### src/rtl/seq_divider.sv
// Sequential 32-bit unsigned restoring divider: one quotient bit per Run-enabled
// clock. Operands are captured on the start edge and the result is published on DONE entry.
module seq_divider (
    input  logic        clk,
    input  logic        Reset,
    input  logic        Run,
    input  logic [31:0] Dividend,
    input  logic [31:0] Divisor,
    output logic [31:0] Quotient,
    output logic [31:0] Remainder,
    output logic        Ready,
    output logic        DivZero,
    output logic [1:0]  o_dbg_state
);

    // Handshake: Run high while IDLE starts an operation. Run low while CALC
    // stalls the iteration. The result is held while Ready=1. Ready drops on
    // the first edge that sees Run low in DONE, which returns the block to IDLE.
    typedef enum logic [1:0] {
        IDLE = 2'd0,
        CALC = 2'd1,
        DONE = 2'd2
    } state_t;

    state_t      r_state, w_state_nx;
    logic [5:0]  r_cnt, w_cnt_nx;
    logic [31:0] r_hi, w_hi_nx;
    logic [31:0] r_lo, w_lo_nx;
    logic [31:0] r_dvs, w_dvs_nx;
    logic [31:0] r_quot, w_quot_nx;
    logic [31:0] r_rem, w_rem_nx;
    logic        r_ready, w_ready_nx;
    logic        r_divzero, w_divzero_nx;

    logic [31:0] w_hi_sh;
    logic [32:0] w_trial;
    logic        w_borrow;
    logic [31:0] w_hi_iter;
    logic [31:0] w_lo_iter;

    // Before the last iteration the partial remainder is below 2^31, so a
    // 32-bit shifted value loses nothing.
    assign w_hi_sh   = {r_hi[30:0], r_lo[31]};
    assign w_trial   = {1'b0, w_hi_sh} - {1'b0, r_dvs};
    assign w_borrow  = w_trial[32];
    assign w_hi_iter = w_borrow ? w_hi_sh : w_trial[31:0];
    assign w_lo_iter = {r_lo[30:0], ~w_borrow};

    always_comb begin
        w_state_nx   = r_state;
        w_cnt_nx     = r_cnt;
        w_hi_nx      = r_hi;
        w_lo_nx      = r_lo;
        w_dvs_nx     = r_dvs;
        w_quot_nx    = r_quot;
        w_rem_nx     = r_rem;
        w_ready_nx   = r_ready;
        w_divzero_nx = r_divzero;

        case (r_state)
            IDLE: begin
                if (Run) begin
                    if (Divisor == 32'd0) begin
                        w_state_nx   = DONE;
                        w_quot_nx    = 32'hFFFF_FFFF;
                        w_rem_nx     = Dividend;
                        w_ready_nx   = 1'b1;
                        w_divzero_nx = 1'b1;
                    end else begin
                        w_state_nx = CALC;
                        w_dvs_nx   = Divisor;
                        w_hi_nx    = 32'd0;
                        w_lo_nx    = Dividend;
                        w_cnt_nx   = 6'd0;
                    end
                end
            end

            CALC: begin
                if (Run) begin
                    w_hi_nx  = w_hi_iter;
                    w_lo_nx  = w_lo_iter;
                    w_cnt_nx = r_cnt + 6'd1;
                    if (r_cnt == 6'd31) begin
                        w_state_nx   = DONE;
                        w_quot_nx    = w_lo_iter;
                        w_rem_nx     = w_hi_iter;
                        w_ready_nx   = 1'b1;
                        w_divzero_nx = 1'b0;
                    end
                end
            end

            DONE: begin
                if (!Run) begin
                    w_state_nx   = IDLE;
                    w_ready_nx   = 1'b0;
                    w_divzero_nx = 1'b0;
                end
            end

            default: begin
                w_state_nx   = IDLE;
                w_ready_nx   = 1'b0;
                w_divzero_nx = 1'b0;
            end
        endcase
    end

    always_ff @(posedge clk or posedge Reset) begin
        if (Reset) begin
            r_state   <= IDLE;
            r_cnt     <= 6'd0;
            r_hi      <= 32'd0;
            r_lo      <= 32'd0;
            r_dvs     <= 32'd0;
            r_quot    <= 32'd0;
            r_rem     <= 32'd0;
            r_ready   <= 1'b0;
            r_divzero <= 1'b0;
        end else begin
            r_state   <= w_state_nx;
            r_cnt     <= w_cnt_nx;
            r_hi      <= w_hi_nx;
            r_lo      <= w_lo_nx;
            r_dvs     <= w_dvs_nx;
            r_quot    <= w_quot_nx;
            r_rem     <= w_rem_nx;
            r_ready   <= w_ready_nx;
            r_divzero <= w_divzero_nx;
        end
    end

    assign Quotient    = r_quot;
    assign Remainder   = r_rem;
    assign Ready       = r_ready;
    assign DivZero     = r_divzero;
    assign o_dbg_state = r_state;

endmodule

### config.mk
export PLATFORM = sky130hd
export DESIGN_NAME = seq_divider
export DESIGN_NICKNAME = d
export VERILOG_FILES = /design/src/rtl/seq_divider.sv
export SDC_FILE = /design/constraint.sdc
export NUM_CORES = 1
export LEC_CHECK = 0
export ABC_AREA = 1
export CAP_MARGIN = 25
export CORE_UTILIZATION = 45
export CTS_CLUSTER_SIZE = 10
export DETAILED_ROUTE_END_ITERATION = 8
export PLACE_DENSITY_LB_ADDON = 0.05
export SKIP_LAST_GASP = 1
export SLEW_MARGIN = 10
export SYNTH_ARGS = -nofsm -noshare
export SYNTH_HDL_FRONTEND = slang
export SYNTH_SLANG_ARGS = --single-unit
### constraint.sdc
create_clock -name clk -period 12.3 [get_ports clk]
set_input_delay 1.845 -clock clk [delete_from_list [all_inputs] [get_ports clk]]
set_output_delay 1.845 -clock clk [all_outputs]
set_load 0.02 [all_outputs]
## Yosys cells after proc, flatten, opt, wreduce, memory -nomap -nowiden

Index checks and enable logic that the tools add are counted.

- Equality and inequality tests: 9
- Muxes and demuxes: 38
- Add/subtract/negate cells: 2
- Reduce and logical (&&, ||, !) cells: 8
- Bitwise operators: 2

Operator list:

| cell | count |
|---|---|
| 2-to-1 mux 32 bit | 12 |
| case mux 32 bit (2 select lines) | 3 |
| 2-to-1 mux 31 bit | 3 |
| case mux 31 bit (2 select lines) | 1 |
| subtractor 32 x 32 -> 33 bit | 1 |
| logical NOT 32 bit | 1 |
| 2-to-1 mux 6 bit | 3 |
| inequality test 2 bit (second input constant) | 6 |
| case mux 6 bit (2 select lines) | 1 |
| 2-to-1 mux 2 bit | 5 |
| AND reduction 5 bit | 2 |
| AND reduction 4 bit | 2 |
| 2-to-1 mux 1 bit | 7 |
| adder 6 x 1 -> 6 bit (second input constant) | 1 |
| == test 6 x 5 -> 1 bit (second input constant) | 1 |
| case mux 1 bit (3 select lines) | 2 |
| case mux 2 bit (3 select lines) | 1 |
| AND reduction 3 bit | 1 |
| == test 2 x 1 -> 1 bit (second input constant) | 1 |
| == test 2 bit (second input constant) | 1 |
| logical NOT 2 bit | 1 |
| NOT 1 bit | 2 |
| nonzero test 2 bit | 1 |

- Logic and storage cells: 68
- Register bits: 169

## Logic depth before layout (Yosys ltp)

- Depth after elaboration: 5
- Gate-level depth with buffers: 18

## Worst setup path before layout

Ideal clock, no wire load.

- Path kind: input to register
- Start: in Divisor[6]
- End: reg r_hi[11]
- Buffers on the path: 2
- Setup slack: 9.152 ns
- Stages: 11
- Data arrival time: 3.031 ns
- Data required time: 12.183 ns
- Library setup time: 0.117 ns
- Cell sequence: nor2_1 nand2_1 nor2_1 nand4_1 or2_1 nand3_1 inv_2 clkbuf_1 buf_2 nand2_1 nand2_1

- Cells in the longest elaborated chain, start to end: 3

RTL lines:

| what | RTL line | source |
|---|---|---|
| from (decl) | 8 | `input logic [31:0] Divisor,` |
| logical NOT 32 bit | 63 | `if (Divisor == 32'd0) begin` |
| inequality test 2 bit (no line) | - |  |
| AND reduction 4 bit (no line) | - |  |
| to (signal assigned) | 124 | `r_hi <= w_hi_nx;` |
| to (decl) | 27 | `logic [31:0] r_hi, w_hi_nx;` |

No other way between the ends.
A chain may end at the register's enable or synchronous reset.

## Worst setup path after layout

- Start: in Divisor[30]
- End: reg r_rem[31] (netlist: Remainder[31])

- Cells in the longest elaborated chain, start to end: 3

RTL lines:

| what | RTL line | source |
|---|---|---|
| logical NOT 32 bit | 63 |  |
| inequality test 2 bit (no line) | - |  |
| AND reduction 5 bit (no line) | - |  |
| to (signal assigned) | 128 | `r_rem <= w_rem_nx;` |
| to (decl) | 31 | `logic [31:0] r_rem, w_rem_nx;` |

No other way between the ends.

==> out/qor.csv <==
metric,value,unit
placementRows,55,
synth-seq-area-share,40.51,%
cellPowerDensity,229.6,nW/um^2
worst_ep_arrival_time,4.99,ns
synth_cells,1526,
pwr-share-comb,51.4,%
start_util,45.97,%
hold_viol,0,
final_area,12550,sq um
die_x,154.3,um
cts_tree,built,
clock_sinks,169,
final_net_count,1734,
layout.cells.most_common_list,"nand2_1, inv_1, dfrtp_1, clkdlybuf4s50_1, o21ai_0",
worst_hold_path_type,flop to flop,
ff2ff_path_depth,13,
synth_largest_type_area_fraction,40.51,%
globalRoute.totalOverflow,0,
syn-cell-area,10440,sq um
drt-total-wl,28.95,mm
worst_setup_path_end_kind,flop,
post_cts_resize_count,0,
clock_insertion_delay_worst_skew,0.44,ns
areaGrowthSynthToFinish,20.22,%
tritoncts.num_buffers,17,
io_pins,135,
post-route-period-util,37.91,%
worstSetupEndpoint,Remainder[31]$_DFFE_PP0P_,
finalSetupTns,0,ns
die_height,154.3,um
timing.final.setup_violations,0,
worst-endpoint-required,12.62,ns
max-slew-margin-rel,43.12,%
routed-via-count,9501,
timing_worst_slew_pin_value,0.8532,ns
worst_r2r_endpoint,Remainder[31]$_DFFE_PP0P_,
main_synth_ff_type,dfrtp_1,
maxCapViolations,0,
dp_wirelength,21.76,mm
detailed_route_vias_per_instance,4.923,
grt_first_pass_wirelength,46.31,mm
cp-start-kind,input pin,
asyncSetResetFlopFracSynth,100.0,%
synthTopCellsByArea,"dfrtp_1, nand2_1, inv_1",
setup_slack,7.637,ns
final.setup_skew,0.01747,ns
syn_avg_cell_area,6.841,sq um
power,2.881,mW
hold_buffers,0,
portBuffers,134,
wire_per_inst,15.00,um
total_switching_power,1.326,mW
hold_path_depth,2,
antenna_found_initial,0,
placed_area,11960,sq um
synth.distinct_cells,38,
fin_util,55.26,%
pwr-share-seq,30.0,%
setup.worst_path.class,input pin to flop,
cellLeakagePower,6.471,nW
power.share.switching,46.03,%
cts_htree_levels,4,
yosys_register_bits,169,
clock_path_buffers,2,
layout_commonest_cell,nand2_1,
drt_first_iter_violations,542,
finalWeightedCongestion,0.8915,
cp_max_fo,76,
grt_util_all_layers,25.01,%
synth_edf_count,0,
status,finished clean,
synth_warnings,0,
numPlacedInstances,1897,
via_count_of_the_first_global_routing_pass,8803,
fp.dieArea,23810,sq um
clock_transition_time_at_the_flip_flop_clock_pins_of_the_worst_setup_and_hold_paths,0.07,ns
remaining_drc_errors,0,
detail-route-antenna-nets,0,
rsz0062_at_grt,no,
post-cts-setup-buffer-count,0,
peak_supply_drop,0.1367,mV
slew_viol_final,0,
startpoint,Divisor[30],
fin_hold_ws,0.4723,ns
final_cell_count_no_fill,1930,
post-place-ws,7.175,ns
rrSetupSlack,9.19,ns
yosys.area.top_type,dfrtp_1,
syn-num-nets,1628,
cts_root_buffer,clkbuf_16,
r2r-start,r_cnt[0]$_DFFE_PP0P_,
fraction_of_layout_instances_using_a_drive_strength_above_1,4.802,%
core_area,22710,sq um
antenna-diode-count,0,
clock_power_share,18.6,%
maximum_number_of_pins_on_one_net_before_global_route_repair,98,
drt-pass1-iter-count,6,
maxClockFrequency,0.2145,GHz
cellInternalPower,1.555,mW
fin_crit,4.663,ns
-- per-layer routing --
layer  part of all wire, %  up-vias  track usage [%]
met1                    47     4365            33.60
met3                   3.4       30            4.147
met5                     0        -                0
li1                      -     4933                -
met2                    49      173            42.38
met4                   1.2        0            5.516
-- flip-flops by register name (all words and copies together) (netlist names), 2 cells and up --
name,cells
Quotient,32
Remainder,32
o_dbg_state,2
r_cnt,6
r_dvs,32
r_hi,31
r_lo,32
-- worst min-delay path by stage --
stage                               startpoint                   end  slack (ns)
after detailed placement     Ready$_DFFE_PP0P_     Ready$_DFFE_PP0P_        0.46
after CTS                    Ready$_DFFE_PP0P_     Ready$_DFFE_PP0P_        0.48
after global routing         Ready$_DFFE_PP0P_     Ready$_DFFE_PP0P_        0.50
final                        Ready$_DFFE_PP0P_     Ready$_DFFE_PP0P_        0.47
after global placement       Ready$_DFFE_PP0P_     Ready$_DFFE_PP0P_        0.46
after floorplan           r_cnt[1]$_DFFE_PP0P_  r_cnt[1]$_DFFE_PP0P_        0.47
-- kinds of logic after synthesis --
family / after synthesis / synth area share [%]
DFF: 169 / 40.51
xor gates and xnor gates: 18 / 1.510
adders and majority gates: 35 / 4.267
buffers and inverters: 305 / 11.46
and+or+nand+nor: 791 / 31.57
AOI/OAI and AO/OA: 208 / 10.68
-- critical path, cell delays in order --
cell             delay (ns)
clkdlybuf4s50_1        0.42
nor2_1                 0.25
nand2_1                0.09
nor2_1                 0.21
nand4_1                0.27
nand2_1                0.15
nand2_2                0.37
inv_2                  0.40
buf_4                  0.65
nand2_1                0.11
nor2_1                 0.12
a21oi_1                0.07
-- power by group through the flow --
stage	clock (mW)	combinational, mW	sequential [mW]
after global placement	0	1.46	0.872
final	0.537	1.48	0.865
after floorplan	0	0.870	0.976
after global routing	0.569	1.66	0.888
after detailed placement	0	1.48	0.873
after CTS	0.549	1.49	0.865
-- Yosys cell counts, drive strengths merged (16+ instances only) --
library cell	count
a21oi	48
a31oi	31
buf	23
clkbuf	33
dfrtp	169
ha	34
inv	249
nand2	552
nand3	82
nor2	95
o21ai	121
or2	33
xor2	16
-- cell type report --
type                            instances  area, sq um
Fill cell                            2245        10160
Multi-Input combinational cell       1052         5029
Sequential cell                       169         4229
Timing Repair Buffer                  143         1416
Inverter                              249        939.7
Clock buffer                           18        429.2
Tap cell                              285        356.6
Clock inverter                         14        150.1
No activity file was read; power rests on OpenSTA's default activity.
